==> src/rtl/hazard_pkg.sv <==
// Shared types and constants for the hazard-unit producer pipeline.
// Stage control bundle, stage payloads and the forwarding-match helper.
package hazard_pkg;

  localparam int REG_AW = 4;
  localparam int PC_REG = 15;

  typedef struct packed {
    logic valid;
    logic regWrite;
    logic memToReg;
    logic pcSrc;
    logic branch;
  } stage_ctl_t;

  // E carries both sources for the forwarding compares; M and W only need the destination.
  typedef struct packed {
    stage_ctl_t          ctl;
    logic [REG_AW-1:0]   ra1;
    logic [REG_AW-1:0]   ra2;
    logic [REG_AW-1:0]   wa3;
  } stage_e_t;

  typedef struct packed {
    stage_ctl_t          ctl;
    logic [REG_AW-1:0]   wa3;
  } stage_mw_t;

  // R15 reads return PC+8 from the datapath, so a source of R15 never matches.
  function automatic logic srcMatch(
    input logic [REG_AW-1:0] src,
    input logic [REG_AW-1:0] dst,
    input logic              srcValid,
    input logic              dstValid
  );
    return srcValid & dstValid & (src == dst) & (src != REG_AW'(PC_REG));
  endfunction

endpackage

==> src/rtl/hazard_match_pipe_stage_reg.sv <==
// Generic pipeline stage register: async reset, synchronous flush to a bubble.
// An all-zero word is a bubble because the valid flag sits in it.
module stage_reg #(
  parameter int W = 8
) (
  input  logic         clk,
  input  logic         reset,
  input  logic         flush,
  input  logic [W-1:0] d,
  output logic [W-1:0] q
);

  logic [W-1:0] q_r;

  // Stage storage: reset and flush both load a bubble.
  always_ff @(posedge clk or posedge reset) begin
    if (reset) begin
      q_r <= '0;
    end else if (flush) begin
      q_r <= '0;
    end else begin
      q_r <= d;
    end
  end

  assign q = q_r;

endmodule

==> src/rtl/hazard_match_pipe.sv <==
// Producer side of the hazard interface: carries addresses/control D->E->M->W
// and generates the match, write-enable and PC-source signals the hazard unit consumes.
module hazard_match_pipe
  import hazard_pkg::*;
#(
  parameter int CNT_W = 32
) (
  input  logic              clk,
  input  logic              reset,
  input  logic [REG_AW-1:0] RA1D,
  input  logic [REG_AW-1:0] RA2D,
  input  logic [REG_AW-1:0] WA3D,
  input  logic              RegWriteD,
  input  logic              MemToRegD,
  input  logic              PCSrcD,
  input  logic              BranchD,
  input  logic              CondExE,
  input  logic              StallD,
  input  logic              FlushE,
  output logic              Match_1E_M,
  output logic              Match_1E_W,
  output logic              Match_2E_M,
  output logic              Match_2E_W,
  output logic              Match_12D_E,
  output logic              MemToRegE,
  output logic              RegWriteM,
  output logic              RegWriteW,
  output logic              PCSrcE,
  output logic              PCSrcM,
  output logic              PCSrcW,
  output logic              BranchTakenE,
  output logic [CNT_W-1:0]  stall_cnt,
  output logic [CNT_W-1:0]  flush_cnt
);

  stage_e_t         dIn_s;
  stage_e_t         eStage_r;
  stage_mw_t        mIn_s;
  stage_mw_t        mStage_r;
  stage_mw_t        wStage_r;
  logic [CNT_W-1:0] stallCnt_r;
  logic [CNT_W-1:0] flushCnt_r;
  logic             unusedBits_s;

  // Decode inputs packed into an E payload; a decoded instruction is always valid.
  always_comb begin
    dIn_s              = '0;
    dIn_s.ctl.valid    = 1'b1;
    dIn_s.ctl.regWrite = RegWriteD;
    dIn_s.ctl.memToReg = MemToRegD;
    dIn_s.ctl.pcSrc    = PCSrcD;
    dIn_s.ctl.branch   = BranchD;
    dIn_s.ra1          = RA1D;
    dIn_s.ra2          = RA2D;
    dIn_s.wa3          = WA3D;
  end

  // The condition check resolves in E, so side effects leaving E are qualified here.
  always_comb begin
    mIn_s              = '0;
    mIn_s.ctl.valid    = eStage_r.ctl.valid;
    mIn_s.ctl.regWrite = eStage_r.ctl.regWrite & CondExE;
    mIn_s.ctl.memToReg = eStage_r.ctl.memToReg & CondExE;
    mIn_s.ctl.pcSrc    = eStage_r.ctl.pcSrc & CondExE;
    mIn_s.ctl.branch   = eStage_r.ctl.branch & CondExE;
    mIn_s.wa3          = eStage_r.wa3;
  end

  stage_reg #(.W($bits(stage_e_t))) uStageE (
    .clk   (clk),
    .reset (reset),
    .flush (FlushE),
    .d     (dIn_s),
    .q     (eStage_r)
  );

  stage_reg #(.W($bits(stage_mw_t))) uStageM (
    .clk   (clk),
    .reset (reset),
    .flush (1'b0),
    .d     (mIn_s),
    .q     (mStage_r)
  );

  stage_reg #(.W($bits(stage_mw_t))) uStageW (
    .clk   (clk),
    .reset (reset),
    .flush (1'b0),
    .d     (mStage_r),
    .q     (wStage_r)
  );

  // Forwarding and load-use compares; every compare needs both stages valid.
  always_comb begin
    Match_1E_M  = srcMatch(eStage_r.ra1, mStage_r.wa3, eStage_r.ctl.valid, mStage_r.ctl.valid);
    Match_1E_W  = srcMatch(eStage_r.ra1, wStage_r.wa3, eStage_r.ctl.valid, wStage_r.ctl.valid);
    Match_2E_M  = srcMatch(eStage_r.ra2, mStage_r.wa3, eStage_r.ctl.valid, mStage_r.ctl.valid);
    Match_2E_W  = srcMatch(eStage_r.ra2, wStage_r.wa3, eStage_r.ctl.valid, wStage_r.ctl.valid);
    Match_12D_E = srcMatch(RA1D, eStage_r.wa3, 1'b1, eStage_r.ctl.valid)
                | srcMatch(RA2D, eStage_r.wa3, 1'b1, eStage_r.ctl.valid);
  end

  assign MemToRegE    = eStage_r.ctl.memToReg;
  assign PCSrcE       = eStage_r.ctl.pcSrc & CondExE;
  assign BranchTakenE = eStage_r.ctl.branch & CondExE;
  assign RegWriteM    = mStage_r.ctl.regWrite;
  assign PCSrcM       = mStage_r.ctl.pcSrc;
  assign RegWriteW    = wStage_r.ctl.regWrite;
  assign PCSrcW       = wStage_r.ctl.pcSrc;

  assign unusedBits_s = ^{mStage_r.ctl.memToReg, mStage_r.ctl.branch,
                          wStage_r.ctl.memToReg, wStage_r.ctl.branch};

  // Stall/flush performance counters; free-running wrap on overflow.
  always_ff @(posedge clk or posedge reset) begin
    if (reset) begin
      stallCnt_r <= '0;
      flushCnt_r <= '0;
    end else begin
      if (StallD) begin
        stallCnt_r <= stallCnt_r + CNT_W'(1);
      end else begin
        stallCnt_r <= stallCnt_r;
      end
      if (FlushE) begin
        flushCnt_r <= flushCnt_r + CNT_W'(1);
      end else begin
        flushCnt_r <= flushCnt_r;
      end
    end
  end

  assign stall_cnt = stallCnt_r;
  assign flush_cnt = flushCnt_r;

endmodule

==> config.mk <==
export PLATFORM = sky130hd
export DESIGN_NAME = hazard_match_pipe
export DESIGN_NICKNAME = d
export VERILOG_FILES = /design/src/rtl/hazard_pkg.sv /design/src/rtl/hazard_match_pipe_stage_reg.sv /design/src/rtl/hazard_match_pipe.sv
export SDC_FILE = /design/constraint.sdc
export NUM_CORES = 1
export LEC_CHECK = 0
export ABC_AREA = 1
export CORE_ASPECT_RATIO = 0.5
export CORE_MARGIN = 3
export CORE_UTILIZATION = 55
export DETAILED_ROUTE_END_ITERATION = 6
export GPL_ROUTABILITY_DRIVEN = 1
export PLACE_DENSITY = 0.91
export SKIP_LAST_GASP = 1
export SYNTH_ARGS = -nofsm -noshare
export SYNTH_HDL_FRONTEND = slang
export SYNTH_SLANG_ARGS = --single-unit
==> constraint.sdc <==
create_clock -name clk -period 6.5 [get_ports clk]
set_clock_uncertainty 0.05 [all_clocks]
set_input_delay 1.3 -clock clk [delete_from_list [all_inputs] [get_ports clk]]
set_output_delay 1.3 -clock clk [all_outputs]
set_load 0.02 [all_outputs]
==> results.toml, run 1 <==
[outcome]
status = "completed"

[worst_setup_path]
crit_path_frequent_cell = "clkdlybuf4s50_1"
cp_slowest_cell = "clkdlybuf4s50_1"
max_stage_delay_ps = 600
regToRegStartpoint = "stall_cnt[0]$_DFFE_PP0P_"
crit_path_start_kind = "input pin"
reg2reg_to = "stall_cnt[28]$_DFFE_PP0P_"
cp-endpoint = "Match_12D_E"
crit_type = "in -> out"
cp_data_required_time_ps = 5150
crit_fanout = 2
crit_chain = "clkdlybuf4s50_1, inv_1, nor3_1, o21ai_0, nand3_1, nand2_1, clkdlybuf4s50_1"
critPathCaptureType = "primary output"
crit_start = "RA2D[1]"
critical_path_arrival_ps = 2890
rr_worst_depth = 8
reg2reg_setup_slack_ps = 4860

[grt]
grt_max_degree = 63
grt_pass1_vias = 4146
grt_overflow = 0
antenna_found_initial = 0
track_usage = 0.233
grt_pass1_wl_microns = 19200

[power]
p_per_area_mw_per_mm2 = 244
vdd_drop_max_v = 0.000226
power.leakage_nw = 2.94

[placement]
pre_cts_slack_ps = 2250
place_congestion = 0.884
hpwlAfterDp_microns = 8270
portBuffers = 96

[floorplan]
core-area_sq_mm = 0.00832
dieArea_sq_mm = 0.0101
die_w_microns = 139
rows = 23
ios = 97
start_util = 0.588
die_h_microns = 72.7

[yosys]
yosys-top-cells-area = "dfrtp_1 49%, nand2_1 12%, inv_1 6.5%, nor2_1 5.5%, xor2_1 4.3%"
ys_seq_area_frac = 0.486
ys_warn_count = 0
synthDistinctLibCells = 31
netlist.area_leader.share = 0.486
syn-num-nets = 605
yosysMostFrequentCell = "nand2_1"
syn_avg_cell_area_sq_um = 8.40
async_reset_ff_frac = 1.00
syn-cell-area_sq_mm = 0.00489
synthTopCellsByCount = "152 x nand2_1, 95 x dfrtp_1, 85 x inv_1"
synth_ff_type = "dfrtp_1"
postSynthCellCount = 582
synth_edf_count = 0
synth_top_cell_by_area = "dfrtp_1"
synth-seq-cells = 95

[layout]
n_fill_cell = 611
layout-drive-gt1-share = 0.0882
nNetsFinal = 710
antennaDiodeCount = 0
area_growth_syn_to_layout_pct = 28.0

[drt]
wl_per_cell_microns = 13.7
dr_wl_met2_microns = 5440
wl_met1_microns = 4850
vias = 4128
dr_wl_met3_microns = 497
drtIter0Drc = 248
wl_microns = 11000
dr.max_layer_used = "met4"
remaining_drc_errors = 0
drtAntennaViolNets = 0
vias_per_cell = 5.13
drtPass1Iterations = 5

[timing]
worstMarginPinSlew_ps = 856
timing.fmax_mhz = 236
rsz0062_at_grt = "no"
finalCriticalPeriod_ps = 4240
hold_ws_ps = 330
maxSlewHeadroom = 0.428
hold_violations = 0
slew_viol_final = 0
setup_tns_ps = 0
setup_slack_ps = 2260
setup_violations = 0
post-route-period-util = 0.652

[flow_run]
drv_cap = 0

[clock_tree]
cts_resized = 0
path_clk_slew_ps = 60
cts_made_buffers = 9
cts_root_buffer = "clkbuf_16"
cts_sinks = 95
cts_tree = "built"
clk_latency_ps = 340
htreeDepth = 3
holdBufCountCts = 0
postCtsSetupBuffers = 0
clk_path_buf_depth = 2

[min_path]
holdCritPathClass = "reg -> reg"
-- stage by stage --
step,utilization,std cells,area [sq um],power [mW]
2_1_floorplan,-,582,4890,0.898
3_3_place_gp,0.718,788,5970,1.03
3_5_place_dp,0.718,788,5970,1.04
4_1_cts,0.752,804,6260,1.54
5_1_grt,0.752,804,6260,1.61
6_report,0.752,804,6260,1.53
-- worst max-delay path: cells and delay by family --
family | cells | cell delay, ps
buffers and inverters | 3 | 1150
AND/OR/NAND/NOR | 3 | 250
AO/OA/AOI/OAI | 1 | 190
-- worst min path at each step --
stage | slack [ps] | start | cells past startpoint | to
6_report | 330 | uStageM.q[7]$_DFF_PP0_ | 0 | uStageW.q[7]$_DFF_PP0_
5_1_grt | 340 | uStageM.q[7]$_DFF_PP0_ | 0 | uStageW.q[7]$_DFF_PP0_
4_1_cts | 340 | uStageM.q[8]$_DFF_PP0_ | 0 | uStageW.q[8]$_DFF_PP0_
3_5_place_dp | 320 | uStageM.q[8]$_DFF_PP0_ | 0 | uStageW.q[8]$_DFF_PP0_
3_3_place_gp | 310 | uStageM.q[5]$_DFF_PP0_ | 0 | uStageW.q[5]$_DFF_PP0_
2_1_floorplan | 300 | uStageM.q[8]$_DFF_PP0_ | 0 | uStageW.q[8]$_DFF_PP0_
-- layout by cell type, fill, tap and decap left out, types with 12 or more instances in the layout --
master	count
nand2_1	152
clkdlybuf4s50_1	96
dfrtp_1	95
inv_1	84
nor2_1	71
nand3_1	32
xor2_1	24
xnor2_1	22
nand4_1	21
nand2_2	13
nor2_4	12
-- state kept, by name (all words and copies together), names as in the netlist --
register / count
flush_cnt: 32
uStageW.q: 7
stall_cnt: 32
uStageE.q: 17
uStageM.q: 7
-- cells by family after synthesis --
logic type / Yosys count / share of synthesized area
AOI/OAI and AO/OA: 15 / 0.0187
DFF: 95 / 0.486
and+or+nand+nor: 331 / 0.327
xor gates and xnor gates: 48 / 0.0891
adders and majority gates: 2 / 0.00512
buffers and inverters: 91 / 0.0740
-- area by class of cell --
| cell class | count | area [sq um] | share of cell area |
|---|---|---|---|
| timing repair buffer | 97 | 968 | 0.155 |
| clock inverter | 4 | 28.8 | 0.00460 |
| clock buffer | 12 | 256 | 0.0410 |
| inverter | 88 | 337 | 0.0538 |
| tap | 112 | 140 | 0.0224 |
| sequential | 95 | 2380 | 0.380 |
| multi-input combinational | 396 | 2150 | 0.344 |
-- where the power goes --
part,switching [mW],internal (mW)
Sequential,0.0697,0.644
Combinational,0.171,0.141
Clock,0.221,0.281
Total,0.462,1.07
-- routing by layer --
metal  up-vias  track usage
li1       2015            -
met1      1991        0.298
met2       103        0.396
met3        19       0.0615
met4         0       0.0738
met5         -            0
Note: power is estimated with default switching activity, not from simulation.
==> run 2, diff against run 1 <==
CORE_UTILIZATION = 47   (was 55)
PLACE_DENSITY = 0.84   (was 0.91)
clock period = 3.8 ns   (was 6.5 ns; I/O delays follow)
==> run 2 against run 1 <==
- sequential cell count unchanged
- sequential share of layout area down 0.45 points
- sequential power up 71%
- routed wire length up 1.6%
- global-route usage down 3.2 points
- die area up 16%
- setup slack worse by 1500 ps
==> results.toml, run 2 (synthesis results as in run 1) <==
[drt]
remaining_drc_errors = 0
wl_met1_microns = 4900
dr_wl_met3_microns = 423
dr.max_layer_used = "met4"
drtPass1Iterations = 7
vias_per_cell = 4.94
wl_per_cell_microns = 13.4
drtAntennaViolNets = 0
drtIter0Drc = 175
dr_wl_met2_microns = 5630
wl_microns = 11200
vias = 4102

[clock_tree]
clk_latency_ps = 340
cts_resized = 0
postCtsSetupBuffers = 0
path_clk_slew_ps = 60
htreeDepth = 3
cts_made_buffers = 9
cts_root_buffer = "clkbuf_16"
cts_sinks = 95
clk_path_buf_depth = 2
holdBufCountCts = 0
cts_tree = "built"

[flow_run]
drv_cap = 0

[worst_setup_path]
reg2reg_to = "flush_cnt[24]$_DFFE_PP0P_"
cp_slowest_cell = "clkdlybuf4s50_1"
critPathCaptureType = "primary output"
cp_data_required_time_ps = 2990
crit_fanout = 2
crit_path_start_kind = "input pin"
rr_worst_depth = 8
crit_type = "in -> out"
crit_chain = "clkdlybuf4s50_1, inv_1, nor3_1, o21ai_0, nand3_1, nand2_1, clkdlybuf4s50_1"
reg2reg_setup_slack_ps = 2140
critical_path_arrival_ps = 2280
crit_path_frequent_cell = "clkdlybuf4s50_1"
max_stage_delay_ps = 600
regToRegStartpoint = "flush_cnt[0]$_DFFE_PP0P_"

[layout]
layout_common_cells = "152 x nand2_1, 96 x clkdlybuf4s50_1, 95 x dfrtp_1, 84 x inv_1, 71 x nor2_1"
antennaDiodeCount = 0
final_common_cell = "nand2_1"
final_cells = 830
layout-drive-gt1-share = 0.0935
nNetsFinal = 713
area_growth_syn_to_layout_pct = 29.5

[placement]
portBuffers = 96
dp.cells = 814
pre_cts_slack_ps = 708
hpwlAfterDp_microns = 8620
place_congestion = 0.865

[min_path]
holdCritPathClass = "reg -> reg"
whs_endpoint = "uStageW.q[5]$_DFF_PP0_"
min_path_cells = 0
hold_path_startpoint = "uStageM.q[5]$_DFF_PP0_"

[timing]
hold_ws_ps = 324
setup_tns_ps = 0
finalCriticalPeriod_ps = 3090
worstMarginPinSlew_ps = 769
setup_slack_ps = 713
setup_violations = 0
slew_viol_final = 0
hold_violations = 0
rsz0062_at_grt = "no"
timing.fmax_mhz = 324
maxSlewHeadroom = 0.487
post-route-period-util = 0.812

[floorplan]
rows = 25
core-area_sq_mm = 0.00979
dieArea_sq_mm = 0.0117
die_h_microns = 78.1
die_w_microns = 150
ios = 97
start_util = 0.499

[grt]
grt_pass1_vias = 4137
track_usage = 0.201
antenna_found_initial = 0
grt_overflow = 0
grt_pass1_wl_microns = 19100
grt_max_degree = 48

[outcome]
status = "completed"

[power]
vdd_drop_max_v = 0.000376
power.leakage_nw = 2.98
p_per_area_mw_per_mm2 = 423
[run 2: worst max path at each step]
| stage | from | slack (ps) | to | cells after the start |
|---|---|---|---|---|
| CTS | RA2D[0] | 710 | Match_12D_E | 7 |
| floorplan | reset | 510 | flush_cnt[0]$_DFFE_PP0P_ | 1 |
| detailed placement | RA2D[0] | 710 | Match_12D_E | 7 |
| global placement | RA2D[1] | 740 | Match_12D_E | 6 |
| finish | RA2D[2] | 710 | Match_12D_E | 7 |
| global route | RA2D[1] | 620 | Match_12D_E | 7 |
[run 2: critical path, delay by kind of cell]
| family | cells | cell delay, ps |
|---|---|---|
| compound gates | 1 | 170 |
| buf+inv | 3 | 1140 |
| simple gates | 3 | 210 |
[run 2: power breakdown]
group	internal [mW]	switching, mW	leakage (nW)
Sequential	1.10	0.118	1.25
Clock	0.545	0.378	0.152
Combinational	0.243	0.295	1.57
[run 2: through the flow]
stage                     area [sq um]  total power [mW]  utilization
after floorplan                   4890              1.54            -
after global placement            6020              1.77        0.615
after detailed placement          6020              1.78        0.615
after CTS                         6330              2.71        0.647
after global routing              6330              2.80        0.647
final                             6330              2.68        0.647
[run 2: layer usage]
metal,vias up,track usage
met5,-,0
li1,2030,-
met1,1948,0.248
met2,105,0.360
met3,19,0.0398
met4,0,0.0547
[run 2: final cells by class]
class / count / area [sq um]
Fill cell: 801 / 3460
Timing Repair Buffer: 100 / 991
Multi-Input combinational cell: 396 / 2150
Inverter: 88 / 337
Clock inverter: 5 / 56.3
Clock buffer: 11 / 253
Sequential cell: 95 / 2380
Tap cell: 135 / 169
